### src/rtl/dff_pipeline.sv
// DEPTH-stage registered delay line with per-stage valid, stall (en), flush and occupancy count.
// Define DFF_PIPE_EDGE_EN to add the rise/fall per-bit edge detectors on Q.
module dff_pipeline #(
   parameter int unsigned WIDTH = 1,
   parameter int unsigned DEPTH = 2,
   parameter logic [WIDTH-1:0] RESET_VALUE = '0,
   localparam int unsigned CW = $clog2(DEPTH + 1)
) (
   input  logic             clk,
   input  logic             reset,
   input  logic             en,
   input  logic             flush,
   input  logic [WIDTH-1:0] D,
   input  logic             d_valid,
   output logic [WIDTH-1:0] Q,
   output logic             q_valid,
`ifdef DFF_PIPE_EDGE_EN
   output logic [WIDTH-1:0] rise,
   output logic [WIDTH-1:0] fall,
`endif
   output logic [CW-1:0]    count
);

   if (DEPTH < 1) begin : g_bad_depth
      $error("dff_pipeline: DEPTH must be at least 1");
   end

   logic [DEPTH-1:0][WIDTH-1:0] s_q, s_d;
   logic [DEPTH-1:0]            v_q, v_d;
   logic [CW-1:0]               count_q, count_d;

   always_comb begin
      s_d = s_q;
      v_d = v_q;
      // flush wins over en: data holds, only the valid bits are cleared
      if (flush) begin
         v_d = '0;
      end else if (en) begin
         s_d[0] = D;
         v_d[0] = d_valid;
         for (int unsigned i = 1; i < DEPTH; i++) begin
            s_d[i] = s_q[i-1];
            v_d[i] = v_q[i-1];
         end
      end
   end

   always_comb begin
      count_d = '0;
      for (int unsigned i = 0; i < DEPTH; i++) begin
         count_d = count_d + CW'(v_d[i]);
      end
   end

   always_ff @(posedge clk) begin
      if (reset) begin
         s_q     <= {DEPTH{RESET_VALUE}};
         v_q     <= '0;
         count_q <= '0;
      end else begin
         s_q     <= s_d;
         v_q     <= v_d;
         count_q <= count_d;
      end
   end

   assign Q       = s_q[DEPTH-1];
   assign q_valid = v_q[DEPTH-1];
   assign count   = count_q;

`ifdef DFF_PIPE_EDGE_EN
   logic [WIDTH-1:0] qp_q;

   // qp tracks Q on every edge, so a stall (Q held) yields no pulse
   always_ff @(posedge clk) begin
      if (reset) begin
         qp_q <= RESET_VALUE;
      end else begin
         qp_q <= s_q[DEPTH-1];
      end
   end

   assign rise = Q & ~qp_q;
   assign fall = ~Q & qp_q;
`endif

endmodule

### config.mk
export PLATFORM = sky130hd
export DESIGN_NAME = dff_pipeline
export DESIGN_NICKNAME = d
export VERILOG_FILES = /design/src/rtl/dff_pipeline.sv
export SDC_FILE = /design/constraint.sdc
export NUM_CORES = 1
export LEC_CHECK = 0
export ABC_AREA = 0
export CORE_AREA = 2 2 39 41
export DETAILED_ROUTE_END_ITERATION = 12
export DIE_AREA = 0 0 41 43
export GPL_ROUTABILITY_DRIVEN = 0
export PLACE_DENSITY = 0.36
export SYNTH_ARGS = -nofsm -noshare
export SYNTH_HDL_FRONTEND = slang
export SYNTH_SLANG_ARGS = --single-unit
### constraint.sdc
create_clock -name clk -period 1.4 [get_ports clk]
set_input_delay 0.28 -clock clk [delete_from_list [all_inputs] [get_ports clk]]
set_output_delay 0.28 -clock clk [all_outputs]
set_load 0.01 [all_outputs]
==> summary.txt <==
Finished Cell Area: 413 µm²
Synth cell types: 10
Most frequent cells in the layout: dfxtp_1, clkdlybuf4s50_1, buf_4, mux2i_1, clkbuf_4
Post-synthesis adder-cell area fraction: 5.32%
Startpoint types: flop
WP buf/inv: 1
Total global routing overflow: 0
VDD IR-drop max: 281 µV
Syn Area/Cell: 11.2 µm²
# hold bufs at CTS: 0
I/O Buffers: 9
Initial core utilization: 17.0%
Unrepaired setup endpoints after global routing: false
CTS tree: built
Register area: 120 µm²
Routed Antenna Nets: 0
Antenna cells: 0
Pre-antenna DRT Iters: 4
Status: complete, no violations
Clk root buf: clkbuf_4
Wire per inst: 8.96 µm
Final Skew: 0.00122 ns
Synth Area in Simple Gates: 28.7%
Synth Area in Compound Gates: 2.13%
Multi-input logic area: 115 µm²
Die extent in x: 41 µm
Hold WS: 0.468 ns
Die Y: 43 µm
Drt initial violations: 3
CP Cell Sequence: clkdlybuf4s50_1
Post-synthesis mux area share: 12.8%
Yosys warns: 0
I/O pin total: 10
Routed vias/inst: 3.78
CP Max Fanout: 1
Tightest Hold Check Type: reg2reg
Reg clk slew, reported paths: 0.04 ns
Largest area contributor in the netlist: dfxtp_1
Routed vias: 208
Critical path class: reg2out
Clock buffer count from CTS: 3
R2R depth: 6
Power Dens Cells: 928 nW/µm²
Vias in the first global route: 198
WP depth: 1
DPL Wire Length: 354 µm
Final Hold Viols: 0
Critical Path End Type: primary output
Post-Synthesis Cells: 21
Floorplan row count: 14
Fill cell count: 150
Minimum clock period: 1.35 ns
Xor/xnor share of the synthesized area: 0%
Share of the synthesized area in the top cell type: 51.1%
Cell Area, Placed: 360 µm²
Largest net degree at the start of global routing: 8
Crit path required time: 1.12 ns
Syn Nets: 28
Overall die area: 1760 µm²
CTS HTree Levels: 1
Slowest CP cell: clkdlybuf4s50_1
Worst Hold Path Cells: 2
Relative slew slack: 86.9%
Initial antenna violation count: 0
GRT Total Usage: 7.04%
Layout net count: 48
Setup Viol. Count Final: 0
MaxCap Viol Count: 0
Crit path DAT: 1.07 ns
Worst skew pair latency: 0.24 ns
Sequential share of the synthesized area: 51.1%
Final Max Tran Viols: 0
Total Wirelength: 493 µm
Top cells by area, synth: dfxtp_1, mux2i_1, nor2b_4, ha_1, nand2b_1
Main combinational cell family by area after synthesis: simple AND/OR/NAND/NOR gates
Area Growth Syn to Fin: 75.5%
Maximum operating frequency: 740 MHz
Share of post-route cells with drive strength above 1: 25.6%
DRC violations left: 0
Worst stage delay on the critical path: 0.53 ns
Slew @ Worst Pin: 0.191 ns
Netlist Area Pre-Place: 235 µm²
Static leakage: 0.198 nW
CTS Buffer Depth: 2
First-pass GRT wire length: 759 µm
CTS Sinks: 6
Core area: 1380 µm²
Synth Register Bits: 6
CP delay by family, top: buffers and inverters
Fin crit share: 96.6%
-- worst paths after layout --
check / from / endpoint / slack [ns]
min: Q / Q / 0.47
min reg2reg: Q / Q / 0.47
max reg2reg: v_q[0] / v_q[0] / 0.31
max: count[0] / count[0] / 0.05
-- final cells by class --
type,instances,share of cell area (%)
Timing Repair Buffer,15,32.7
Sequential cell,6,29.1
Multi-Input combinational cell,15,27.9
Clock buffer,3,5.45
Tap cell,16,4.85
-- worst reg2reg max path, delay by kind of cell, from the launching register on --
kind	cells	cell delay, ns
simple gates	1	0.11
buf+inv	4	0.50
flops	1	0.32
mux	1	0.09
-- power breakdown --
group / internal, mW / total (mW) / switching (mW)
Combinational: 0.0355 / 0.0531 / 0.0177
Clock: 0.0965 / 0.153 / 0.0562
Sequential: 0.176 / 0.177 / 0.00159
-- synthesized netlist by cell type, drive strengths merged --
library cell  instances
nor3                  2
nand4bb               1
ha                    1
nor2                  2
nand2b                2
mux2i                 3
dfxtp                 6
nor2b                 3
o21ai                 1
-- through the flow --
stage | util [%] | setup slack (ns) | instances | setup TNS [ns] | power (mW)
after global routing | 29.8 | 0.0172 | 55 | 0 | 0.405
after detailed placement | 26.0 | -0.277 | 48 | -0.463 | 0.224
after CTS | 29.7 | 0.00889 | 55 | 0 | 0.396
after global placement | 26.0 | -0.267 | 48 | -0.464 | 0.224
after floorplan | - | 0.374 | 21 | 0 | 0.194
final | 29.8 | 0.0478 | 55 | 0 | 0.383
-- layer usage --
layer	vias to the layer above	routed length, µm	GRT usage [%]
met3	0	50	3.14
met2	8	228	7.19
li1	108	-	-
met4	0	0	8.00
met5	-	0	0
met1	92	214	9.35
-- state kept, by name (all words and copies together), names as in the netlist --
name,cells
count,2
v_q,2
Q,1
s_q,1
-- cells by family after synthesis --
family / count (synthesis)
simple gates: 10
compound gates: 1
flops: 6
fa+ha+maj: 1
mux: 3
-- timing repair --
item,4_1_cts,5_1_grt
endpoints found under the setup margin,2,1
buffers inserted,4,0
resized for setup,2,1
pin swaps,0,0
Power figures use the tool's default switching activity.
